[config.mk]
export PLATFORM = sky130hd
export DESIGN_NAME = ifu_pipe_flat
export DESIGN_NICKNAME = d
export VERILOG_FILES = /design/src/rtl/mips_pkg.sv /design/src/rtl/ifu_pipe_if.sv /design/src/rtl/ifu_fifo.sv /design/src/rtl/ifu_pipe.sv /design/src/flat_wrapper.sv
export SDC_FILE = /design/constraint.sdc
export NUM_CORES = 1
export LEC_CHECK = 0
export CORE_UTILIZATION = 54
export DETAILED_ROUTE_END_ITERATION = 8
export PLACE_DENSITY = 0.86
export SYNTH_ARGS = -nofsm -noshare
export SYNTH_HDL_FRONTEND = slang
export SYNTH_HIERARCHICAL = 1
export SYNTH_SLANG_ARGS = --single-unit
[constraint.sdc]
create_clock -name clk -period 5.3 [get_ports clk]
set_input_delay 1.06 -clock clk [delete_from_list [all_inputs] [get_ports clk]]
set_output_delay 1.06 -clock clk [all_outputs]
set_load 0.005 [all_outputs]
[src/rtl/mips_pkg.sv]
// Shared MIPS definitions: instruction field positions, reset vector and the
// opcode/funct encodings that fetch and decode agree on.
package mips_pkg;

   localparam logic [31:0] RESET_PC_DEF = 32'h0000_3000;
   localparam int          PC_W_DEF     = 32;
   localparam int          INSTR_W      = 32;
   localparam int          ENTRY_W      = PC_W_DEF + INSTR_W;

   localparam int OP_HI    = 31;
   localparam int OP_LO    = 26;
   localparam int RS_HI    = 25;
   localparam int RS_LO    = 21;
   localparam int RT_HI    = 20;
   localparam int RT_LO    = 16;
   localparam int RD_HI    = 15;
   localparam int RD_LO    = 11;
   localparam int SHAMT_HI = 10;
   localparam int SHAMT_LO = 6;
   localparam int FUN_HI   = 5;
   localparam int FUN_LO   = 0;
   localparam int IMM16_HI = 15;
   localparam int IMM26_HI = 25;

   localparam logic [5:0] OP_RTYPE = 6'h00;
   localparam logic [5:0] OP_J     = 6'h02;
   localparam logic [5:0] OP_JAL   = 6'h03;
   localparam logic [5:0] OP_BEQ   = 6'h04;
   localparam logic [5:0] OP_ORI   = 6'h0D;
   localparam logic [5:0] OP_LUI   = 6'h0F;
   localparam logic [5:0] OP_LW    = 6'h23;
   localparam logic [5:0] OP_SW    = 6'h2B;

   localparam logic [5:0] FUN_JR   = 6'h08;
   localparam logic [5:0] FUN_ADDU = 6'h21;
   localparam logic [5:0] FUN_ADD  = 6'h20;
   localparam logic [5:0] FUN_SUBU = 6'h23;

   function automatic int entryWidth(input int pcW);
      return pcW + INSTR_W;
   endfunction

endpackage

[src/rtl/ifu_pipe_if.sv]
// Fetch-unit bus bundle: instruction-memory port, redirect input and the
// decode-side valid/ready head with its split fields.
interface ifu_pipe_if
   import mips_pkg::*;
#(
   parameter int PC_W = 32
);
   logic                 imem_req;
   logic [PC_W-1:0]      imem_addr;
   logic [INSTR_W-1:0]   imem_rdata;
   logic                 redirect_valid;
   logic [PC_W-1:0]      redirect_pc;
   logic                 out_valid;
   logic                 out_ready;
   logic [PC_W-1:0]      out_pc;
   logic [INSTR_W-1:0]   out_instr;
   logic [5:0]           op;
   logic [4:0]           rs;
   logic [4:0]           rt;
   logic [4:0]           rd;
   logic [4:0]           shamt;
   logic [5:0]           fun;
   logic [15:0]          imm16;
   logic [25:0]          imm26;

   modport master (
      output imem_req, imem_addr, out_valid, out_pc, out_instr,
             op, rs, rt, rd, shamt, fun, imm16, imm26,
      input  imem_rdata, redirect_valid, redirect_pc, out_ready
   );

   modport slave (
      input  imem_req, imem_addr, out_valid, out_pc, out_instr,
             op, rs, rt, rd, shamt, fun, imm16, imm26,
      output imem_rdata, redirect_valid, redirect_pc, out_ready
   );

endinterface

[src/rtl/ifu_fifo.sv]
// Small synchronous FIFO with flush; flush beats push and pop in the same cycle.
// Pointers wrap modulo DEPTH so non-power-of-two depths work.
module ifu_fifo #(
   parameter  int WIDTH = 64,
   parameter  int DEPTH = 2,
   localparam int CNT_W = $clog2(DEPTH + 1),
   localparam int PTR_W = (DEPTH > 1) ? $clog2(DEPTH) : 1
) (
   input  logic             clk,
   input  logic             rst_n,
   input  logic             i_push,
   input  logic             i_pop,
   input  logic             i_flush,
   input  logic [WIDTH-1:0] i_data,
   output logic [CNT_W-1:0] o_count,
   output logic [WIDTH-1:0] o_head
);

   logic [WIDTH-1:0] r_mem [DEPTH];
   logic [PTR_W-1:0] r_rdPtr;
   logic [PTR_W-1:0] r_wrPtr;
   logic [CNT_W-1:0] r_count;
   logic             w_doPush;
   logic             w_doPop;

   function automatic logic [PTR_W-1:0] nextPtr(input logic [PTR_W-1:0] p);
      return (p == PTR_W'(DEPTH - 1)) ? '0 : p + 1'b1;
   endfunction

   assign w_doPush = i_push & ~i_flush;
   assign w_doPop  = i_pop & ~i_flush & (r_count != '0);

   always_ff @(posedge clk or negedge rst_n) begin
      if (!rst_n) begin
         for (int i = 0; i < DEPTH; i++) begin
            r_mem[i] <= '0;
         end
         r_rdPtr <= '0;
         r_wrPtr <= '0;
         r_count <= '0;
      end else if (i_flush) begin
         r_rdPtr <= '0;
         r_wrPtr <= '0;
         r_count <= '0;
      end else begin
         if (w_doPush) begin
            r_mem[r_wrPtr] <= i_data;
            r_wrPtr        <= nextPtr(r_wrPtr);
         end
         if (w_doPop) begin
            r_rdPtr <= nextPtr(r_rdPtr);
         end
         if (w_doPush && !w_doPop) begin
            r_count <= r_count + 1'b1;
         end else if (!w_doPush && w_doPop) begin
            r_count <= r_count - 1'b1;
         end
      end
   end

   assign o_count = r_count;
   assign o_head  = r_mem[r_rdPtr];

   // The issue rule upstream guarantees a slot for every response.
   assert property (@(posedge clk) disable iff (!rst_n)
      !(w_doPush && !w_doPop && (r_count == CNT_W'(DEPTH))));

endmodule

[src/rtl/ifu_pipe.sv]
// Pipelined MIPS instruction fetch: PC register, 1-cycle synchronous imem port,
// fetch queue toward decode, and redirect with flush of queue and in-flight word.
module ifu_pipe
   import mips_pkg::*;
#(
   parameter int              PC_W     = 32,
   parameter logic [PC_W-1:0] RESET_PC = PC_W'(RESET_PC_DEF),
   parameter int              QDEPTH   = 2
) (
   input  logic       clk,
   input  logic       reset_n,
   ifu_pipe_if.master bus
);

   localparam int CNT_W      = $clog2(QDEPTH + 1);
   localparam int LP_ENTRY_W = entryWidth(PC_W);

   logic [PC_W-1:0]       r_pc;
   logic [PC_W-1:0]       r_reqPc;
   logic                  r_inflight;
   logic                  r_kill;
   logic                  r_rstSync;
   logic [CNT_W-1:0]      w_count;
   logic [CNT_W:0]        w_occ;
   logic [LP_ENTRY_W-1:0] w_head;
   logic [INSTR_W-1:0]    w_headInstr;
   logic [PC_W-1:0]       w_redirTarget;
   logic                  w_outValid;
   logic                  w_pop;
   logic                  w_push;
   logic                  w_issue;

   assign w_outValid    = (w_count != '0);
   assign w_pop         = w_outValid & bus.out_ready;
   assign w_push        = r_inflight & ~r_kill;
   assign w_redirTarget = bus.redirect_pc & ~PC_W'(3);

   // Occupancy counts the word already in flight so a response always fits.
   assign w_occ   = (CNT_W+1)'(w_count) + (CNT_W+1)'(r_inflight) - (CNT_W+1)'(w_pop);
   assign w_issue = r_rstSync & ~bus.redirect_valid & (w_occ < (CNT_W+1)'(QDEPTH));

   always_ff @(posedge clk or negedge reset_n) begin
      if (!reset_n) begin
         r_rstSync  <= 1'b0;
         r_pc       <= RESET_PC;
         r_reqPc    <= RESET_PC;
         r_inflight <= 1'b0;
         r_kill     <= 1'b0;
      end else begin
         r_rstSync  <= 1'b1;
         r_inflight <= w_issue;
         if (w_issue) begin
            r_reqPc <= r_pc;
         end
         if (bus.redirect_valid) begin
            r_pc   <= w_redirTarget;
            r_kill <= r_inflight;
         end else begin
            if (w_issue) begin
               r_pc <= r_pc + PC_W'(4);
            end
            r_kill <= 1'b0;
         end
      end
   end

   ifu_fifo #(
      .WIDTH (LP_ENTRY_W),
      .DEPTH (QDEPTH)
   ) u_fifo (
      .clk     (clk),
      .rst_n   (reset_n),
      .i_push  (w_push),
      .i_pop   (w_pop),
      .i_flush (bus.redirect_valid),
      .i_data  ({r_reqPc, bus.imem_rdata}),
      .o_count (w_count),
      .o_head  (w_head)
   );

   assign w_headInstr   = w_head[INSTR_W-1:0];

   assign bus.imem_req  = w_issue;
   assign bus.imem_addr = r_pc;
   assign bus.out_valid = w_outValid;
   assign bus.out_pc    = w_head[LP_ENTRY_W-1 -: PC_W];
   assign bus.out_instr = w_headInstr;
   assign bus.op        = w_headInstr[OP_HI:OP_LO];
   assign bus.rs        = w_headInstr[RS_HI:RS_LO];
   assign bus.rt        = w_headInstr[RT_HI:RT_LO];
   assign bus.rd        = w_headInstr[RD_HI:RD_LO];
   assign bus.shamt     = w_headInstr[SHAMT_HI:SHAMT_LO];
   assign bus.fun       = w_headInstr[FUN_HI:FUN_LO];
   assign bus.imm16     = w_headInstr[IMM16_HI:0];
   assign bus.imm26     = w_headInstr[IMM26_HI:0];

endmodule

[src/flat_wrapper.sv]
// flat-port wrapper written by rule: the top's interface ports become plain ports
module ifu_pipe_flat import mips_pkg::*;
#(
   parameter int              PC_W     = 32,
   parameter logic [PC_W-1:0] RESET_PC = PC_W'(RESET_PC_DEF),
   parameter int              QDEPTH   = 2
)
  (clk, reset_n, bus_imem_req, bus_imem_addr, bus_out_valid, bus_out_pc, bus_out_instr, bus_op, bus_rs, bus_rt, bus_rd, bus_shamt, bus_fun, bus_imm16, bus_imm26, bus_imem_rdata, bus_redirect_valid, bus_redirect_pc, bus_out_ready);
  ifu_pipe_if #(.PC_W(PC_W)) bus_i ();
  input  logic clk;
  input  logic reset_n;
  output wire logic [$bits(bus_i.imem_req)-1:0] bus_imem_req;
  output wire logic [$bits(bus_i.imem_addr)-1:0] bus_imem_addr;
  output wire logic [$bits(bus_i.out_valid)-1:0] bus_out_valid;
  output wire logic [$bits(bus_i.out_pc)-1:0] bus_out_pc;
  output wire logic [$bits(bus_i.out_instr)-1:0] bus_out_instr;
  output wire logic [$bits(bus_i.op)-1:0] bus_op;
  output wire logic [$bits(bus_i.rs)-1:0] bus_rs;
  output wire logic [$bits(bus_i.rt)-1:0] bus_rt;
  output wire logic [$bits(bus_i.rd)-1:0] bus_rd;
  output wire logic [$bits(bus_i.shamt)-1:0] bus_shamt;
  output wire logic [$bits(bus_i.fun)-1:0] bus_fun;
  output wire logic [$bits(bus_i.imm16)-1:0] bus_imm16;
  output wire logic [$bits(bus_i.imm26)-1:0] bus_imm26;
  input wire logic [$bits(bus_i.imem_rdata)-1:0] bus_imem_rdata;
  input wire logic [$bits(bus_i.redirect_valid)-1:0] bus_redirect_valid;
  input wire logic [$bits(bus_i.redirect_pc)-1:0] bus_redirect_pc;
  input wire logic [$bits(bus_i.out_ready)-1:0] bus_out_ready;
  assign bus_imem_req = bus_i.imem_req;
  assign bus_imem_addr = bus_i.imem_addr;
  assign bus_out_valid = bus_i.out_valid;
  assign bus_out_pc = bus_i.out_pc;
  assign bus_out_instr = bus_i.out_instr;
  assign bus_op = bus_i.op;
  assign bus_rs = bus_i.rs;
  assign bus_rt = bus_i.rt;
  assign bus_rd = bus_i.rd;
  assign bus_shamt = bus_i.shamt;
  assign bus_fun = bus_i.fun;
  assign bus_imm16 = bus_i.imm16;
  assign bus_imm26 = bus_i.imm26;
  assign bus_i.imem_rdata = bus_imem_rdata;
  assign bus_i.redirect_valid = bus_redirect_valid;
  assign bus_i.redirect_pc = bus_redirect_pc;
  assign bus_i.out_ready = bus_out_ready;
  ifu_pipe #(.PC_W(PC_W), .RESET_PC(RESET_PC), .QDEPTH(QDEPTH)) u_core (.clk(clk), .reset_n(reset_n), .bus(bus_i));
endmodule
==> flow_summary.yaml <==
outcome:
  status: "complete, no violations"
cts:
  ctsResizeCount: 0
  path_clk_slew_ps: 70
  cts_tree: "yes"
  clock_latency_ps: 420
  cts_buffers: 17
  post_cts_buffers: 0
  cts_hold_buf: 0
  clockBufferDepth: 2
  h-tree-depth: 4
  cts_sinks: 195
  cts-root-buf: "clkbuf_16"
synthesis:
  ys_seq_area_share_pct: 50.1
  yosys.area.top_type: "dfrtp_1"
  synthTopCellsByCount: "dfrtp_1 (191), mux2_2 (132), nand2_1 (123)"
  synth_area_sq_um: 9750
  synth_area_leaders: "dfrtp_1 (49%), mux2_2 (15%), mux2_4 (9.2%)"
  synthFlopType: "dfrtp_1"
  yosysMostFrequentCell: "dfrtp_1"
  ys_warn_count: 6
  netlist_instances: 781
  synth.top_cell.area_share_pct: 49.0
  synth.distinct_cells: 56
  ys_seq_elements: 195
  syn_avg_cell_area_sq_um: 12.5
  synth-async-reset-ratio_pct: 100
  synth_edf_count: 0
finish:
  final_area_sq_um: 12200
  nNetsFinal: 1010
  diodes: 0
  area_growth_pct: 25.3
  final_util_pct: 69.9
  final_layout_size_suffix_gt1_share_pct: 27.1
global_routing:
  grt_pass1_vias: 6542
  grtUsageMet3_pct: 5.22
  grt_use_met1_pct: 33.2
  overflow: 0
  antenna_found_initial: 0
  track_usage_pct: 24.5
  grt-busiest-layer: "met2"
  grt_max_degree: 125
  grt_pass1_wl_um: 34900
  grtUsageMet2_pct: 39.3
critical_path:
  cp_max_fo: 5
  worstPathCellList: "clkdlybuf4s50_1 -> and2_1 -> ha_1 -> nand2b_1 -> fa_1 -> xor2_1 -> or3_2 -> clkinv_4 -> clkdlybuf4s50_1"
  crit_slowest_cell: "or3_2"
  critPathBufInv: 3
  crit_top_cell: "clkdlybuf4s50_1"
  startpoint_type: "primary input"
  setup.worst_path.class: "primary input to output port"
  cp-end-kind: "output port"
  slowest_delay_ps: 550
  cp_data_arrival_time_ps: 3840
  path_delay_family: "buffers and inverters"
  cp.required_ps: 4240
timing:
  fin_skew_ps: 6.58
  final-hold-violation-count: 0
  max-slew-margin-rel_pct: 34.1
  fin_setup_tns_ps: 0
  fin_crit_sh_pct: 92.4
  setup_viol: 0
  fin_crit_ps: 4900
  rsz0062_at_grt: "false"
  clock.fmax_mhz: 204
  slew_violations: 0
  tightest_slew_ps: 988
routing:
  drc: 0
  drt_iter0_markers: 380
  wirelength_um: 22300
  vias_per_cell: 5.63
  ant_nets: 0
  via_count: 6615
  wire_per_inst_um: 18.9
  drt_pass1_iterations: 4
placed_design:
  dpl_cell_area_sq_um: 11600
  routabilityCongestion: 0.927
  hpwl_um: 14900
  numPortBuffers: 235
power_and_ir_drop:
  power_leakage_nw: 5.56
  p_per_area_nw_per_um2: 464
  ir_worst_vdd_mv: 0.279
die:
  die_x_um: 136
  die-area_sq_um: 18600
  io-pin-count: 240
  row_count: 48
  die_y_um: 136
  fp.coreArea_sq_um: 17500
  initial_core_util_pct: 55.8
flow_run:
  maxCapViolCount: 0
hold_path:
  hold_path_class: "register to register"
[flip-flops by register name, summed over array words and instances, names as in the netlist]
signal / flops
u_core/r_inflight: 1
u_core/u_fifo/o_count: 2
u_core/r_reqPc: 30
u_core/bus.imem_addr: 30
u_core/r_kill: 1
u_core/u_fifo/r_wrPtr: 1
u_core/u_fifo/r_mem: 128
u_core/u_fifo/r_rdPtr: 1
u_core/r_rstSync: 1
[layout by cell type (no fill, tap or decap), drive strengths merged, types with 3 or more instances in the layout]
cell type,instances
dfstp,4
o21ai,21
mux2,192
nand4,13
clkinv,5
nor3,9
nand2,124
nor4,7
and2,3
buf,10
o211ai,6
nor2,18
a31o,3
a221o,6
nand3,10
a21oi,6
o311ai,10
inv,8
conb,7
a41oi,3
clkbuf,24
clkdlybuf4s50,234
dfrtp,191
[layout make-up]
class / instances / area (sq um)
inverters: 8 / 35.0
flip-flops and latches: 195 / 4890
clock inverters: 8 / 100
repair buffers: 245 / 2440
well taps: 225 / 282
multi-input cells: 472 / 3980
fillers: 1226 / 5260
clock buffers: 23 / 488
[final timing paths]
path	from	to	slack (ps)	cells past startpoint
min in group asynchronous	reset_n	u_core/u_fifo/r_wrPtr	750	1
worst max register to register	u_core/u_fifo/o_count[1]	u_core/bus.imem_addr[16]	1370	12
max in group asynchronous	reset_n	u_core/r_reqPc[13]	3380	2
worst min-delay path	u_core/r_reqPc[13]	u_core/r_reqPc[13]	480	2
worst min register to register	u_core/r_reqPc[13]	u_core/r_reqPc[13]	480	2
worst max-delay path	bus_out_ready	bus_imem_req	400	9
[where the power goes]
group	internal, mW	switching (mW)
combinational	1.42	0.674
sequential	1.97	0.315
clock	0.743	0.539
[cells by family after synthesis]
logic type	Yosys count	synth area share, %
AO/OA/AOI/OAI	65	4.77
multiplexers	193	24.6
buffers and inverters	119	9.37
other	2	0.0770
AND/OR/NAND/NOR	200	10.3
flip-flops	195	50.1
XOR/XNOR	4	0.359
adder cells (fa/ha/maj)	3	0.462
[stage by stage]
step	cells	setup slack (ps)	total power, mW	hold WS [ps]
final	1176	403	5.67	477
after global routing	1176	311	5.97	498
after CTS	1176	413	5.72	481
after detailed placement	1145	434	4.41	471
after global placement	1145	458	4.33	453
after floorplan	786	1180	3.46	444
[worst min-delay path: cells and delay by family (launching register included)]
family,cells,cell delay [ps]
DFF,1,380
and+or+nand+nor,2,100
[routing by layer]
layer,vias to the layer above,wire [um]
met5,-,0
met4,0,467
met3,43,1470
met2,310,10800
met1,3293,9530
li1,2969,-
Power figures use the tool's default switching activity.
